--- config.mk ---
export PLATFORM = sky130hd
export DESIGN_NAME = alu_issue_stage_flat
export DESIGN_NICKNAME = d
export VERILOG_FILES = /design/src/rtl/alu_issue_if.sv /design/src/rtl/alu_issue_stage.sv /design/src/flat_wrapper.sv
export SDC_FILE = /design/constraint.sdc
export NUM_CORES = 1
export LEC_CHECK = 0
export CORE_MARGIN = 2
export CORE_UTILIZATION = 30
export DETAILED_ROUTE_END_ITERATION = 8
export PLACE_DENSITY = 0.58
export SYNTH_ARGS = -nofsm -noshare
export SYNTH_HDL_FRONTEND = slang
export SYNTH_SLANG_ARGS = --single-unit
--- constraint.sdc ---
create_clock -name clk -period 3.08 [get_ports clk]
set_input_delay 0.616 -clock clk [delete_from_list [all_inputs] [get_ports clk]]
set_output_delay 0.616 -clock clk [all_outputs]
set_load 0.01 [all_outputs]
--- src/rtl/alu_issue_if.sv ---
// -----------------------------------------------------------------------------
// alu_issue_if
// Purpose : groups the operation-issue handshake (upstream side) and the
//           result handshake (consumer side) of alu_issue_stage.
// Signals : in_valid/in_ready/in_op/in_a/in_b  - operation offer
//           res_valid/res_ready/res_data/res_op/res_zero - result delivery
// Modports: slave  - the issue stage itself
//           master - the environment (producer + consumer)
// -----------------------------------------------------------------------------
interface alu_issue_if #(
    parameter int WIDTH = 8
);
    logic             in_valid;
    logic             in_ready;
    logic [2:0]       in_op;
    logic [WIDTH-1:0] in_a;
    logic [WIDTH-1:0] in_b;
    logic             res_valid;
    logic             res_ready;
    logic [WIDTH-1:0] res_data;
    logic [2:0]       res_op;
    logic             res_zero;

    modport slave (
        input  in_valid, in_op, in_a, in_b, res_ready,
        output in_ready, res_valid, res_data, res_op, res_zero
    );

    modport master (
        output in_valid, in_op, in_a, in_b, res_ready,
        input  in_ready, res_valid, res_data, res_op, res_zero
    );
endinterface

--- src/rtl/alu_issue_stage.sv ---
// -----------------------------------------------------------------------------
// alu_issue_stage
// Purpose : queues incoming ALU operations, issues them one at a time to an
//           external combinational ALU from stable operand registers, and
//           holds each captured result until the consumer accepts it.
// Ports   : clk, rst_n      - clock, asynchronous active-low reset
//           bus (slave)     - operation and result handshakes (alu_issue_if)
//           alu_opcode      - opcode to the ALU (from operand register)
//           alu_in1/alu_in2 - operands to the ALU (from operand registers)
//           alu_out         - combinational ALU result
//           err_op          - sticky illegal-opcode flag
//           clr_err         - synchronous clear of err_op
// -----------------------------------------------------------------------------
module alu_issue_stage #(
    parameter int DEPTH = 4,
    parameter int WIDTH = 8
) (
    input  logic             clk,
    input  logic             rst_n,
    alu_issue_if.slave       bus,
    output logic [2:0]       alu_opcode,
    output logic [WIDTH-1:0] alu_in1,
    output logic [WIDTH-1:0] alu_in2,
    input  logic [WIDTH-1:0] alu_out,
    output logic             err_op,
    input  logic             clr_err
);

    localparam int AW = $clog2(DEPTH);
    localparam int CW = AW + 1;
    localparam logic [CW-1:0] DEPTH_C  = CW'(DEPTH);
    localparam logic [CW-1:0] CNT_ZERO = {CW{1'b0}};
    localparam logic [CW-1:0] CNT_ONE  = {{(CW-1){1'b0}}, 1'b1};
    localparam logic [AW-1:0] PTR_ONE  = {{(AW-1){1'b0}}, 1'b1};
    localparam logic [2:0]    OP_NEG   = 3'd4;

    typedef enum logic [1:0] {
        ST_IDLE = 2'd0,
        ST_EXEC = 2'd1,
        ST_HOLD = 2'd2
    } state_t;

    state_t            r_state;
    state_t            w_state_nxt;
    logic [CW-1:0]     r_count;
    logic [AW-1:0]     r_wr_ptr;
    logic [AW-1:0]     r_rd_ptr;
    logic [2:0]        r_mem_op [DEPTH];
    logic [WIDTH-1:0]  r_mem_a  [DEPTH];
    logic [WIDTH-1:0]  r_mem_b  [DEPTH];
    logic [2:0]        r_op;
    logic [WIDTH-1:0]  r_a;
    logic [WIDTH-1:0]  r_b;
    logic              r_res_valid;
    logic [WIDTH-1:0]  r_res_data;
    logic [2:0]        r_res_op;
    logic              r_err_op;
    logic              w_push;
    logic              w_pop;
    logic              w_in_ready;
    logic              w_illegal;

    // No bypass: a full queue refuses the offer even if the head pops this cycle.
    assign w_in_ready = (r_count < DEPTH_C);
    assign w_push     = bus.in_valid && w_in_ready;
    assign w_illegal  = (r_op > OP_NEG);

    assign bus.in_ready  = w_in_ready;
    assign bus.res_valid = r_res_valid;
    assign bus.res_data  = r_res_data;
    assign bus.res_op    = r_res_op;
    assign bus.res_zero  = (r_res_data == {WIDTH{1'b0}});
    assign alu_opcode    = r_op;
    assign alu_in1       = r_a;
    assign alu_in2       = r_b;
    assign err_op        = r_err_op;

    // Next-state and pop decision of the issue FSM.
    always_comb begin
        w_state_nxt = r_state;
        w_pop       = 1'b0;
        case (r_state)
            ST_IDLE: begin
                if (r_count != CNT_ZERO) begin
                    w_pop       = 1'b1;
                    w_state_nxt = ST_EXEC;
                end else begin
                    w_state_nxt = ST_IDLE;
                end
            end
            ST_EXEC: begin
                w_state_nxt = ST_HOLD;
            end
            ST_HOLD: begin
                if (bus.res_ready) begin
                    if (r_count != CNT_ZERO) begin
                        w_pop       = 1'b1;
                        w_state_nxt = ST_EXEC;
                    end else begin
                        w_state_nxt = ST_IDLE;
                    end
                end else begin
                    w_state_nxt = ST_HOLD;
                end
            end
            default: begin
                w_state_nxt = ST_IDLE;
            end
        endcase
    end

    // FSM state register.
    always_ff @(posedge clk or negedge rst_n) begin
        if (!rst_n) begin
            r_state <= ST_IDLE;
        end else begin
            r_state <= w_state_nxt;
        end
    end

    // Queue pointers and occupancy; pointers wrap naturally at DEPTH (power of two).
    always_ff @(posedge clk or negedge rst_n) begin
        if (!rst_n) begin
            r_count  <= CNT_ZERO;
            r_wr_ptr <= {AW{1'b0}};
            r_rd_ptr <= {AW{1'b0}};
        end else begin
            if (w_push) begin
                r_wr_ptr <= r_wr_ptr + PTR_ONE;
            end
            if (w_pop) begin
                r_rd_ptr <= r_rd_ptr + PTR_ONE;
            end
            case ({w_push, w_pop})
                2'b10:   r_count <= r_count + CNT_ONE;
                2'b01:   r_count <= r_count - CNT_ONE;
                default: r_count <= r_count;
            endcase
        end
    end

    // Queue storage; contents are don't-care until written, so no reset.
    always_ff @(posedge clk) begin
        if (w_push) begin
            r_mem_op[r_wr_ptr] <= bus.in_op;
            r_mem_a[r_wr_ptr]  <= bus.in_a;
            r_mem_b[r_wr_ptr]  <= bus.in_b;
        end
    end

    // Operand registers feeding the ALU; only reloaded on a pop, so they stay
    // stable through EXEC and HOLD.
    always_ff @(posedge clk or negedge rst_n) begin
        if (!rst_n) begin
            r_op <= 3'd0;
            r_a  <= {WIDTH{1'b0}};
            r_b  <= {WIDTH{1'b0}};
        end else if (w_pop) begin
            r_op <= r_mem_op[r_rd_ptr];
            r_a  <= r_mem_a[r_rd_ptr];
            r_b  <= r_mem_b[r_rd_ptr];
        end
    end

    // Result capture in EXEC; valid drops when the consumer takes it in HOLD.
    always_ff @(posedge clk or negedge rst_n) begin
        if (!rst_n) begin
            r_res_valid <= 1'b0;
            r_res_data  <= {WIDTH{1'b0}};
            r_res_op    <= 3'd0;
        end else if (r_state == ST_EXEC) begin
            r_res_valid <= 1'b1;
            r_res_data  <= w_illegal ? {WIDTH{1'b0}} : alu_out;
            r_res_op    <= r_op;
        end else if ((r_state == ST_HOLD) && bus.res_ready) begin
            r_res_valid <= 1'b0;
        end
    end

    // Sticky error flag; a set in EXEC takes priority over a clear on the same edge.
    always_ff @(posedge clk or negedge rst_n) begin
        if (!rst_n) begin
            r_err_op <= 1'b0;
        end else if ((r_state == ST_EXEC) && w_illegal) begin
            r_err_op <= 1'b1;
        end else if (clr_err) begin
            r_err_op <= 1'b0;
        end
    end

endmodule

--- src/flat_wrapper.sv ---
// flat-port wrapper written by rule: the top's interface ports become plain ports
module alu_issue_stage_flat 
#(
    parameter int DEPTH = 4,
    parameter int WIDTH = 8
)
  (clk, rst_n, alu_opcode, alu_in1, alu_in2, alu_out, err_op, clr_err, bus_in_valid, bus_in_op, bus_in_a, bus_in_b, bus_res_ready, bus_in_ready, bus_res_valid, bus_res_data, bus_res_op, bus_res_zero);
  alu_issue_if #(.WIDTH(WIDTH)) bus_i ();
  input  logic clk;
  input  logic rst_n;
  output logic [2:0] alu_opcode;
  output logic [WIDTH-1:0] alu_in1;
  output logic [WIDTH-1:0] alu_in2;
  input  logic [WIDTH-1:0] alu_out;
  output logic err_op;
  input  logic clr_err;
  input wire logic [$bits(bus_i.in_valid)-1:0] bus_in_valid;
  input wire logic [$bits(bus_i.in_op)-1:0] bus_in_op;
  input wire logic [$bits(bus_i.in_a)-1:0] bus_in_a;
  input wire logic [$bits(bus_i.in_b)-1:0] bus_in_b;
  input wire logic [$bits(bus_i.res_ready)-1:0] bus_res_ready;
  output wire logic [$bits(bus_i.in_ready)-1:0] bus_in_ready;
  output wire logic [$bits(bus_i.res_valid)-1:0] bus_res_valid;
  output wire logic [$bits(bus_i.res_data)-1:0] bus_res_data;
  output wire logic [$bits(bus_i.res_op)-1:0] bus_res_op;
  output wire logic [$bits(bus_i.res_zero)-1:0] bus_res_zero;
  assign bus_i.in_valid = bus_in_valid;
  assign bus_i.in_op = bus_in_op;
  assign bus_i.in_a = bus_in_a;
  assign bus_i.in_b = bus_in_b;
  assign bus_i.res_ready = bus_res_ready;
  assign bus_in_ready = bus_i.in_ready;
  assign bus_res_valid = bus_i.res_valid;
  assign bus_res_data = bus_i.res_data;
  assign bus_res_op = bus_i.res_op;
  assign bus_res_zero = bus_i.res_zero;
  alu_issue_stage #(.DEPTH(DEPTH), .WIDTH(WIDTH)) u_core (.clk(clk), .rst_n(rst_n), .bus(bus_i), .alu_opcode(alu_opcode), .alu_in1(alu_in1), .alu_in2(alu_in2), .alu_out(alu_out), .err_op(err_op), .clr_err(clr_err));
endmodule
==> flow_metrics.py <==
metrics = {
    "logic_synthesis": {
        "yosysMostFrequentCell": "edfxtp_1",
        "synth_ff_type": "edfxtp_1",
        "synthDistinctLibCells": 27,
        "synth_edf_count": 76,
        "synth_warnings": 0,
        "netlist.top_cell.by_area": "edfxtp_1",
        "syn_avg_cell_area_um2": 20.23,
        "yosysTopAreaCellShare": 0.5060,
        "synth_commonest_cells": "edfxtp_1, dfrtp_1, mux2_4, mux4_2, inv_1",
        "synthCells": 223,
        "ys_seq_area_frac": 0.7334,
        "async_flop_share": 0.3504,
        "syn_nets": 261,
        "synthTopCellsByArea": "edfxtp_1, dfrtp_1, mux4_2",
        "synth_seq_cells": 117,
        "synthesis.area_um2": 4511,
    },
    "detailed_routing": {
        "first_pass_iters": 4,
        "vias_per_cell": 4.470,
        "post_drt_wl_per_cell_um": 16.54,
        "num_vias": 2244,
        "drcViolationCount": 0,
        "first_iter_violations": 95,
        "routed_wl_mm": 8.304,
        "ant_nets": 0,
    },
    "die": {
        "start_util": 0.3092,
        "die-area_um2": 16030,
        "io_pins": 66,
        "fp.dieH_um": 126.6,
        "die_x_um": 126.6,
        "core_um2": 14590,
        "num_rows": 44,
    },
    "clock_tree": {
        "cts_resized": 0,
        "cts_root_buf": "clkbuf_16",
        "cts_buffers": 17,
        "insertion_delay_ns": 0.40,
        "ctsHoldBuffers": 0,
        "clk_pin_slew_worst_paths_ns": 0.05,
        "cts_setup_buffers": 0,
        "clock-sinks": 117,
        "clock_path_buffers": 2,
        "cts_tree": "built",
        "htree_levels": 4,
    },
    "worst_setup_path": {
        "cp-endpoint": "bus_res_zero",
        "r2r_cells": 3,
        "rrSetupSlack_ns": 1.17,
        "r2r_end": "u_core.alu_opcode[2]",
        "worstPathMaxFanout": 3,
        "start_kind": "register",
        "crit_type": "reg -> out",
        "worstSetupStartpoint": "u_core.bus.res_data[1]",
        "r2r-start": "u_core.r_rd_ptr[0]",
        "arrival_ns": 1.95,
        "worstSetupEndpointType": "primary output",
        "worstPathRequired_ns": 2.46,
    },
    "layout": {
        "postLayoutCoreUtil": 0.4100,
        "nFillCells": 1289,
        "nets": 344,
        "n_antenna_cell": 0,
        "drive_gt1_frac": 0.2516,
        "area_growth_pct": 32.62,
    },
    "power": {
        "cellLeakagePower_uw": 0.002216,
        "p_per_area_nw_per_um2": 1061,
        "vdd_drop_max_v": 0.0004256,
    },
    "timing": {
        "setup_tns_ns": 0,
        "rsz0062_at_grt": "no",
        "period_share": 0.8336,
        "fmax_mhz": 389.5,
        "hold_viol": 0,
        "fin_worst_skew_ns": 0.006392,
        "slew_headroom": 0.3278,
        "report.final.slew_viol_count": 0,
        "final-setup-viol-count": 0,
        "worst_pin_slew_ns": 1.008,
        "post-route-min-period_ns": 2.568,
    },
    "grt": {
        "track_usage": 0.1129,
        "grt_max_degree": 42,
        "first_global_vias": 2465,
        "grt_pass1_wl_mm": 13.43,
        "antenna_found_initial": 0,
        "grt_overflow": 0,
    },
    "placed_design": {
        "portBuffers": 65,
        "gp_congestion": 0.7257,
        "dpl.hpwl_mm": 5.023,
    },
    "worst_hold_path": {
        "hold_class": "in -> async",
    },
    "run_status": {
        "outcome": "finished, final reports clean",
    },
    "flow_run": {
        "drv_cap": 0,
    },
}
registers in the layout, summed over array words and instances, names as in the netlist:
register,flops
u_core.r_state,2
u_core.r_count,3
u_core.bus.res_data,8
u_core.r_wr_ptr,2
u_core.err_op,1
u_core.r_mem_b,32
u_core.r_mem_a,32
u_core.alu_opcode,3
u_core.r_rd_ptr,2
u_core.r_mem_op,12
u_core.bus.res_valid,1
u_core.bus.res_op,3
u_core.alu_in2,8
u_core.alu_in1,8
kinds of logic (layout without fill, tap and decap cells):
group,Yosys count,count (layout),share of synthesized area
flops,117,117,0.7334
xor+xnor,6,6,0.01165
simple gates,20,20,0.02746
compound gates,15,15,0.02358
fa+ha+maj,6,6,0.01831
buf+inv,18,113,0.01997
mux,41,41,0.1656
per-layer routing:
layer,wire (µm),GRT usage,part of all wire
met1,3691,0.1390,0.44
met2,4109,0.1796,0.49
met3,397,0.03880,0.048
met4,105,0.05236,0.013
met5,0,0,0
critical path, stage by stage (launching register included):
cell             delay (ns)
dfrtp_1                0.39
or4_1                  0.53
nor2_1                 0.10
clkdlybuf4s50_1        0.54
worst min-delay path by stage:
stage | slack, ns | end | cells after the start | from
after floorplan | 0.32 | u_core.alu_in1[0] | 0 | rst_n
after global placement | 0.49 | u_core.bus.res_op[0] | 1 | u_core.bus.res_op[0]
after detailed placement | 0.50 | u_core.bus.res_op[0] | 1 | u_core.bus.res_op[0]
after CTS | 0.43 | u_core.bus.res_op[1] | 1 | rst_n
after global routing | 0.48 | u_core.alu_in2[6] | 1 | rst_n
final | 0.39 | u_core.bus.res_op[1] | 1 | rst_n
layout make-up:
cell class	count	area [µm²]	share of cell area
well taps	184	230.2	0.03849
repair buffers	73	705.7	0.1180
flip-flops and latches	117	3308	0.5530
clock inverters	11	128.9	0.02154
inverters	9	33.78	0.005647
multi-input cells	88	1119	0.1870
clock buffers	20	456.7	0.07634
report_power, final:
part           internal [µW]  leakage, µW  total [µW]  switching, µW
Sequential              2110      0.00118        2360            245
Clock                   1230     0.000272        1900            669
Combinational           1240     0.000763        2090            852
Total                   4580      0.00222        6350           1770
cells in the final DEF, fill, tap and decap left out, drive strengths merged:
master and n:
nor2b 3, or4 2, nor3 3, o22ai 1
clkdlybuf4s50 64, edfxtp 76, nor2 2, xor2 3
inv 9, a21oi 2, dfrtp 41, fa 1
clkinv 5, and2 4, a22o 8, xnor2 3
clkbuf 20, bufinv 2, nand2 3, buf 9
mux2 22, clkinvlp 4, mux4 19, o21ai 4
nand2b 2, ha 5, nor4b 1
metrics by stage:
stage	cell area, µm²	cells	setup WS (ns)	hold WS [ns]	total power [µW]
6_report	5982	502	0.5125	0.3889	6348
5_1_grt	5982	502	0.4111	0.4838	6715
4_1_cts	5982	502	0.4797	0.4269	6468
3_5_place_dp	5396	471	0.5730	0.4992	4528
3_3_place_gp	5396	471	0.6402	0.4867	4476
2_1_floorplan	4511	223	0.9712	0.3204	3719
Power figures use the tool's default switching activity.
